===== config.mk =====
export PLATFORM = sky130hd
export DESIGN_NAME = vg_vmem_arb
export DESIGN_NICKNAME = d
export VERILOG_FILES = /design/src/rtl/vg_vmem_pkg.sv /design/src/rtl/vg_vmem_rd_pipe.sv /design/src/rtl/vg_vmem_arb.sv
export SDC_FILE = /design/constraint.sdc
export NUM_CORES = 1
export LEC_CHECK = 0
export ABC_AREA = 1
export CAP_MARGIN = 40
export CORE_MARGIN = 2
export CORE_UTILIZATION = 30
export CTS_CLUSTER_DIAMETER = 200
export DETAILED_ROUTE_END_ITERATION = 10
export MAX_ROUTING_LAYER = met4
export SLEW_MARGIN = 20
export SYNTH_ARGS = -nofsm -noshare
export SYNTH_HDL_FRONTEND = slang
export SYNTH_SLANG_ARGS = --single-unit

===== constraint.sdc =====
create_clock -name clk_12MHz -period 4.05 [get_ports clk_12MHz]
set_input_delay 0.6075 -clock clk_12MHz [delete_from_list [all_inputs] [get_ports clk_12MHz]]
set_output_delay 0.6075 -clock clk_12MHz [all_outputs]
set_load 0.02 [all_outputs]

===== src/rtl/vg_vmem_pkg.sv =====
// Shared types and defaults for the vector-memory arbiter.
// Optional build macro used by the arbiter: VMEM_ROM_PROTECT_EN.
package vg_vmem_pkg;

  localparam int ADDR_W_DEF = 13;
  localparam int DATA_W_DEF = 8;
  localparam int BURST_W    = 4;

  typedef enum logic [1:0] {
    TAG_NONE = 2'd0,
    TAG_CPU  = 2'd1,
    TAG_VG   = 2'd2
  } tag_e;

endpackage


===== src/rtl/vg_vmem_rd_pipe.sv =====
// Read-return pipe: tags each issued access, captures ram_rdata two cycles
// after issue and steers it to the requester that owns it.
module vg_vmem_rd_pipe
  import vg_vmem_pkg::*;
#(
  parameter int DATA_W = DATA_W_DEF
) (
  input  logic              clk,
  input  logic              rst,
  input  logic [1:0]        tag_in,
  input  logic [DATA_W-1:0] ram_rdata,
  output logic [DATA_W-1:0] cpu_rdata,
  output logic              cpu_rvalid,
  output logic [DATA_W-1:0] vg_rdata,
  output logic              vg_rvalid
);

  logic [1:0] tag_p0;
  logic [1:0] tag_p1;

  // p0: tag of the access driving ram_* this cycle; p1: RAM data arrives
  always_ff @(posedge clk) begin
    if (rst) begin
      tag_p0 <= TAG_NONE;
      tag_p1 <= TAG_NONE;
    end else begin
      tag_p0 <= tag_in;
      tag_p1 <= tag_p0;
    end
  end

  // p2: capture and steer; only one tag per slot, so one rvalid per cycle
  always_ff @(posedge clk) begin
    if (rst) begin
      cpu_rvalid <= 1'b0;
      vg_rvalid  <= 1'b0;
      cpu_rdata  <= '0;
      vg_rdata   <= '0;
    end else begin
      cpu_rvalid <= (tag_p1 == TAG_CPU);
      vg_rvalid  <= (tag_p1 == TAG_VG);
      if (tag_p1 == TAG_CPU) cpu_rdata <= ram_rdata;
      if (tag_p1 == TAG_VG)  vg_rdata  <= ram_rdata;
    end
  end

endmodule


===== src/rtl/vg_vmem_arb.sv =====
// VMEM arbiter between the 6502 and the vector-generator fetch path.
// Build macro VMEM_ROM_PROTECT_EN drops CPU writes at or above ROM_BASE.
module vg_vmem_arb
  import vg_vmem_pkg::*;
#(
  parameter int ADDR_W       = ADDR_W_DEF,
  parameter int DATA_W       = DATA_W_DEF,
  parameter int VG_BURST_MAX = 4
`ifdef VMEM_ROM_PROTECT_EN
  , parameter logic [ADDR_W-1:0] ROM_BASE = 13'h1000
`endif
) (
  input  logic              clk_12MHz,
  input  logic              RESET,
  input  logic              cpu_req,
  input  logic              cpu_r_w,
  input  logic [ADDR_W-1:0] cpu_addr,
  input  logic [DATA_W-1:0] cpu_wdata,
  output logic              cpu_busy,
  output logic              cpu_ovf,
  output logic [DATA_W-1:0] cpu_rdata,
  output logic              cpu_rvalid,
  input  logic              vg_req,
  input  logic [ADDR_W-1:0] vg_addr,
  output logic              vg_gnt,
  output logic [DATA_W-1:0] vg_rdata,
  output logic              vg_rvalid,
  output logic              ram_en,
  output logic              ram_we,
  output logic [ADDR_W-1:0] ram_addr,
  output logic [DATA_W-1:0] ram_wdata,
  input  logic [DATA_W-1:0] ram_rdata,
  output logic              wp_err
);

  logic              busy_r;
  logic              ovf_r;
  logic              slot_rw;
  logic [ADDR_W-1:0] slot_addr;
  logic [DATA_W-1:0] slot_wdata;
  logic [BURST_W-1:0] burst_cnt;
  logic              cpu_grant;
  logic              vg_grant;
  logic              wp_hit;
  tag_e              tag_issue;

  assign cpu_busy = busy_r;
  assign cpu_ovf  = ovf_r;
  assign vg_gnt   = vg_grant;

  // The CPU only wins against a live VG request once the burst budget is spent
  always_comb begin
    cpu_grant = 1'b0;
    vg_grant  = 1'b0;
    if (!RESET) begin
      if (busy_r && (!vg_req || burst_cnt == BURST_W'(VG_BURST_MAX)))
        cpu_grant = 1'b1;
      else if (vg_req)
        vg_grant = 1'b1;
    end
  end

`ifdef VMEM_ROM_PROTECT_EN
  assign wp_hit = cpu_grant && !slot_rw && (slot_addr >= ROM_BASE);
`else
  assign wp_hit = 1'b0;
`endif

  always_comb begin
    tag_issue = TAG_NONE;
    if (cpu_grant && slot_rw) tag_issue = TAG_CPU;
    else if (vg_grant)        tag_issue = TAG_VG;
  end

  always_ff @(posedge clk_12MHz) begin
    if (RESET) begin
      busy_r <= 1'b0;
      ovf_r  <= 1'b0;
    end else begin
      if (cpu_req && busy_r) ovf_r <= 1'b1;
      if (cpu_req && !busy_r) busy_r <= 1'b1;
      else if (cpu_grant)     busy_r <= 1'b0;
    end
  end

  always_ff @(posedge clk_12MHz) begin
    if (cpu_req && !busy_r) begin
      slot_rw    <= cpu_r_w;
      slot_addr  <= cpu_addr;
      slot_wdata <= cpu_wdata;
    end
  end

  always_ff @(posedge clk_12MHz) begin
    if (RESET || !busy_r || cpu_grant)
      burst_cnt <= '0;
    else if (vg_grant && burst_cnt != {BURST_W{1'b1}})
      burst_cnt <= burst_cnt + 1'b1;
  end

  // Issue stage: the grant of cycle t drives the RAM during t+1
  always_ff @(posedge clk_12MHz) begin
    if (RESET) begin
      ram_en    <= 1'b0;
      ram_we    <= 1'b0;
      ram_addr  <= '0;
      ram_wdata <= '0;
    end else begin
      ram_en <= (cpu_grant && !wp_hit) || vg_grant;
      ram_we <= cpu_grant && !slot_rw && !wp_hit;
      if (cpu_grant) begin
        ram_addr  <= slot_addr;
        ram_wdata <= slot_wdata;
      end else if (vg_grant) begin
        ram_addr  <= vg_addr;
      end
    end
  end

`ifdef VMEM_ROM_PROTECT_EN
  always_ff @(posedge clk_12MHz) begin
    if (RESET) wp_err <= 1'b0;
    else       wp_err <= wp_hit;
  end
`else
  assign wp_err = wp_hit;
`endif

  vg_vmem_rd_pipe #(
    .DATA_W (DATA_W)
  ) u_rd_pipe (
    .clk        (clk_12MHz),
    .rst        (RESET),
    .tag_in     (tag_issue),
    .ram_rdata  (ram_rdata),
    .cpu_rdata  (cpu_rdata),
    .cpu_rvalid (cpu_rvalid),
    .vg_rdata   (vg_rdata),
    .vg_rvalid  (vg_rvalid)
  );

endmodule


# Word-level counts from Yosys, hierarchy flattened
# Cells that the tools add are included.
word_totals:
  in_bits: 47
  romBits: 0
  output_inout_bits: 45
  n_memories: 0
  latchBits: 0
  ram_bits: 0
  regBits: 73
classes:
  order_cmp: 0
  n_eq_ne: 4
  bitwise: 0
  n_addsub: 1
  reduce_logical: 16
  n_shift: 0
  n_div: 0
  muxes: 11
  mul: 0
op_table:
  columns: ["op", "n"]
  rows:
  - ["two-way mux 13 bit", 2]
  - ["two-way mux 1 bit", 8]
  - ["logical AND 1 bit", 6]
  - ["adder 4 x 1 -> 4 bit, second input constant", 1]
  - ["== test 4 x 3 -> 1 bit, second input constant", 1]
  - ["logical OR 1 bit", 4]
  - ["!= test 4 bit, second input constant", 1]
  - ["nonzero test 2 bit", 2]
  - ["logical NOT 1 bit", 3]
  - ["== test 2 x 1 -> 1 bit, second input constant", 1]
  - ["== test 2 bit, second input constant", 1]
  - ["two-way mux 2 bit", 1]
  - ["OR reduction 2 bit", 1]

# Longest topological paths before layout
logic_depth:
  word_depth: 7
  ltp_mapped: 10
  depth_no_buf: 9

# Modules after synthesis
# A second synthesis with hierarchy kept.
unflattened:
  cells_unflattened: 344
  area_unflattened_um2: 2921.6
by_module_without_submodules:
  columns: ["module", "area_each_um2", "seq_area_each_um2", "instances", "cells_per_inst"]
  rows:
  - ["vg_vmem_arb", 2065.7, 1241.2, 1, 232]
  - ["vg_vmem_rd_pipe", 855.8, 440.4, 1, 112]

# Least setup slack after synthesis
# OpenSTA, ideal clock, no wires.
synth_path:
  path_kind: "reg-to-output"
  startpoint: "register burst_cnt[0]"
  endpoint: "output vg_gnt"
  arrival_time_ns: 1.560
  path_stages_with_launch: 9
  required_time_ns: 3.442
  slack_ns: 1.882
  path_cell_list: "dfxtp_1 inv_1 ha_1 nand3_1 nand2_2 nand2_1 inv_2 buf_2 nor3_1"
synth_between:
  elab_chain_cells: 5
synth_lines:
  columns: ["element", "line", "source"]
  rows:
  - ["from (decl)", "vg_vmem_arb.sv:41", "logic [BURST_W-1:0] burst_cnt;"]
  - ["from (signal assigned)", "vg_vmem_arb.sv:98", "burst_cnt <= burst_cnt + 1'b1;"]
  - ["== test 4 x 3 -> 1 bit", "vg_vmem_arb.sv:56", "if (busy_r && (!vg_req || burst_cnt == BURST_W'(VG_BURST_MAX)))"]
  - ["logical OR 1 bit", "vg_vmem_arb.sv:56", null]
  - ["logical AND 1 bit", "vg_vmem_arb.sv:56", null]
  - ["two-way mux 1 bit", "vg_vmem_arb.sv:56", null]
  - ["two-way mux 1 bit", "vg_vmem_arb.sv:55", "if (!RESET) begin"]
  - ["to (decl)", "vg_vmem_arb.sv:25", "output logic vg_gnt,"]
# No other way between the ends.

# Worst setup path after layout
layout_path:
  startpoint: "input vg_req"
  endpoint: "output vg_gnt"
layout_between:
  elab_chain_cells: 5
layout_lines:
  columns: ["element", "line", "source"]
  rows:
  - ["from (decl)", "vg_vmem_arb.sv:23", "input logic vg_req,"]
  - ["logical NOT 1 bit", "vg_vmem_arb.sv:56", null]
  - ["logical OR 1 bit", "vg_vmem_arb.sv:56", null]
  - ["logical AND 1 bit", "vg_vmem_arb.sv:56", null]
  - ["two-way mux 1 bit (*)", "vg_vmem_arb.sv:56", null]
  - ["two-way mux 1 bit (*)", "vg_vmem_arb.sv:55", null]
# Mark *: on every way between the ends. The rest lies on a longest branch, timed or not.

==> metrics <==
share of layout cells above drive strength 1 6.13%; Static Leak 1.55 nW; first-pass GRT wire length 10300 µm; pin count of the biggest net entering global routing 28; mean cell area of the mapped netlist 8.73 µm²; Vias/cell 4.42; Final Hold Viols 0; CP endpoint kind output port; total number of yosys warnings 0; fraction of the cycle the final worst path needs 76.2%; Max Clock Skew 11.9 ps; fraction of power consumed by combinational cells 14.1%; type of the worst setup path primary input to output port; Area growth syn-to-layout 42.7%; post-synthesis instance area 2720 µm²; number of buffers inserted during clock tree synthesis 9; Post-CTS Setup Repair Bufs 0; most common cell after layout, fill and taps aside sky130_fd_sc_hd__clkdlybuf4s50_1; number of gates resized after CTS 0; Area contributors post-synth sky130_fd_sc_hd__dfxtp_1 38%, sky130_fd_sc_hd__edfxtp_1 24%, sky130_fd_sc_hd__nand2_1 9.5%; area fraction of the dominant cell type after synthesis 37.5%; area of the die 9850 µm²; sum of negative setup slack 0 ps; core area 8760 µm²; most frequent cells in the layout 89 x sky130_fd_sc_hd__clkdlybuf4s50_1, 69 x sky130_fd_sc_hd__nand2_1, 56 x sky130_fd_sc_hd__nor2_1, 51 x sky130_fd_sc_hd__dfxtp_1, 31 x sky130_fd_sc_hd__nand3_1; required time at the endpoint of the critical path 3440 ps; clock buffer depth 2; number of nets with antenna violations after detailed routing 0; post-detailed-route DRC marker count 0; PortBufs 90; filler cell count in the final layout 872; CP Data Arrival Time 2480 ps; cell with the largest stage delay on the worst path sky130_fd_sc_hd__clkdlybuf4s50_1; via count 2279; clock input transition at the sequential cells of the worst setup and hold paths 80 ps; instance count of the mapped netlist 312; 1st-pass router iterations 4; Die X-Extent 99.3 µm; Synthesized Nets 361; Seq pwr share 53.4%; total net switching power 0.382 mW; area occupied by multi-input gates 860 µm²; sum of buffers and inverters on the critical path 3; Clk pwr share 32.4%; mean routed wirelength per cell 12.5 µm; Slew @ Worst Pin 550 ps; Post-DP HPWL 4590 µm; element type at the critical path start primary input; VDD IR-drop max 0.190 mV; number of DRC violations after detailed-routing iteration 0 105; CTS tree yes; Chip Height 99.3 µm; Synth Register Bits 73; via count of the first global-routing pass 2193; Setup violations, final 0; htree depth 3; library cells used by synthesis 22; CP delay by family, top buffers and inverters; run status finished clean; cell row count 34; setup repair after global routing missed its margin false; maximum achievable frequency 324 MHz; Cell Pwr Density 390 nW/µm²; sequential cell area in the final layout 1680 µm²; sequential fraction of the synthesis area 61.8%; residual overflow from global routing 0; GR Util All Layers 13.8%; detailed-route wire length 6450 µm; initial cell density of the core 31.1%; internal power 1.14 mW; pins over their slew limit 0; fin crit period 3090 ps; Max Cap Violations 0; headroom to the max-slew limit 63.3%; initial antenna violation count 0; hold buffer count at cts 0; number of nets in the layout 452; switching power as a share of total power 25.2%; largest driver fanout on the critical path 15; worst min-delay path category flop to flop; Root Buffer Master sky130_fd_sc_hd__clkbuf_8; largest stage delay on the critical path 630 ps; most area-hungry cell type in the Yosys netlist sky130_fd_sc_hd__dfxtp_1; final weighted congestion in routability-driven placement 0.827; Final Core Density 44.3%; number of inserted diodes 0; Top Ports 92; Sinks on Clock Net 73; source-to-sink clock delay at the later pin of the worst-skew pair 340 ps; CP cell instances clkdlybuf4s50_1 > nand2_2 > nand2_1 > inv_2 > nor3_1 > clkdlybuf4s50_1; most prevalent standard cell on the critical path sky130_fd_sc_hd__clkdlybuf4s50_1
cell type report:
cell class                      count  share of cell area (%)
Clock buffer                       13                    3.83
Clock inverter                      3                   0.451
Inverter                           30                    2.90
Multi-Input combinational cell    196                    22.1
Sequential cell                    73                    43.3
Tap cell                          108                    3.48
Timing Repair Buffer               93                    23.9
synth_stat cells:
cell / instances
sky130_fd_sc_hd__nor2_4: 2
sky130_fd_sc_hd__clkbuf_1: 4
sky130_fd_sc_hd__a211oi_1: 1
sky130_fd_sc_hd__buf_1: 2
sky130_fd_sc_hd__nor2_2: 1
sky130_fd_sc_hd__inv_2: 3
sky130_fd_sc_hd__a21oi_1: 19
sky130_fd_sc_hd__nor2_1: 57
sky130_fd_sc_hd__nand2_1: 69
sky130_fd_sc_hd__buf_2: 3
sky130_fd_sc_hd__nor3_1: 10
sky130_fd_sc_hd__nand4_1: 2
sky130_fd_sc_hd__clkinv_1: 1
sky130_fd_sc_hd__conb_1: 1
sky130_fd_sc_hd__nand3_1: 31
sky130_fd_sc_hd__dfxtp_1: 51
sky130_fd_sc_hd__buf_4: 3
sky130_fd_sc_hd__inv_1: 26
sky130_fd_sc_hd__edfxtp_1: 22
sky130_fd_sc_hd__ha_1: 2
sky130_fd_sc_hd__nand2_2: 1
sky130_fd_sc_hd__buf_6: 1
worst reg2reg max path, stage by stage (launching register included):
cell	delay, ps
sky130_fd_sc_hd__dfxtp_1	370
sky130_fd_sc_hd__inv_1	80
sky130_fd_sc_hd__ha_1	210
sky130_fd_sc_hd__nand3_1	90
sky130_fd_sc_hd__nand2_2	180
sky130_fd_sc_hd__nand2_1	380
sky130_fd_sc_hd__buf_6	220
sky130_fd_sc_hd__nand2_1	110
sky130_fd_sc_hd__inv_1	100
sky130_fd_sc_hd__nand2_1	50
sky130_fd_sc_hd__nor2_1	80
stage by stage:
| stage | instances | setup slack (ps) | hold slack, ps | total power [mW] | area, µm² |
|---|---|---|---|---|---|
| 5_1_grt | 516 | 720 | 423 | 1.59 | 3880 |
| 3_3_place_gp | 498 | 988 | 393 | 1.04 | 3690 |
| 4_1_cts | 515 | 942 | 409 | 1.54 | 3870 |
| 3_5_place_dp | 499 | 938 | 397 | 1.04 | 3710 |
| 6_report | 516 | 965 | 406 | 1.52 | 3880 |
| 2_1_floorplan | 312 | 1880 | 388 | 0.930 | 2720 |
flip-flops by register name (all words and copies together) (netlist names), 2 cells and up:
name and count:
ram_wdata 8, u_rd_pipe.cpu_rdata 8, u_rd_pipe.tag_p0 2, slot_wdata 8
burst_cnt 4, u_rd_pipe.tag_p1 2, u_rd_pipe.vg_rdata 8, ram_addr 13
slot_addr 13
cell families (layout without fill, tap and decap cells):
group                    Yosys count  count (layout)  synth area share [%]
AO/OA/AOI/OAI                     20              20                  3.77
AND/OR/NAND/NOR                  173             173                  26.7
other                              1               1                 0.138
buffers and inverters             43             139                  6.75
adder cells (fa/ha/maj)            2               2                 0.919
flip-flops                        73              73                  61.8
final timing paths:
path	startpoint	end	slack, ps	cells past startpoint
worst max-delay path	vg_req	vg_gnt	960	6
worst min-delay path	u_rd_pipe.tag_p0[0]	u_rd_pipe.tag_p1[0]	410	2
worst max register to register	burst_cnt[0]	burst_cnt[1]	2130	10
worst min register to register	u_rd_pipe.tag_p0[0]	u_rd_pipe.tag_p1[0]	410	2
power groups by stage:
stage / Clock [mW] / Combinational, mW / Sequential [mW]
after global placement: 0 / 0.210 / 0.827
after global routing: 0.542 / 0.234 / 0.814
after CTS: 0.510 / 0.216 / 0.811
after detailed placement: 0 / 0.215 / 0.828
after floorplan: 0 / 0.0777 / 0.853
final: 0.492 / 0.215 / 0.810
per-layer routing:
metal / wire length (µm) / vias to the layer above / GRT usage, %
li1: - / 1169 / -
met1: 2930 / 1028 / 16.9
met2: 3070 / 68 / 20.8
met5: 0 / - / -
met3: 311 / 14 / 4.15
met4: 145 / 0 / 6.85
(Power assumes the default switching activity.)
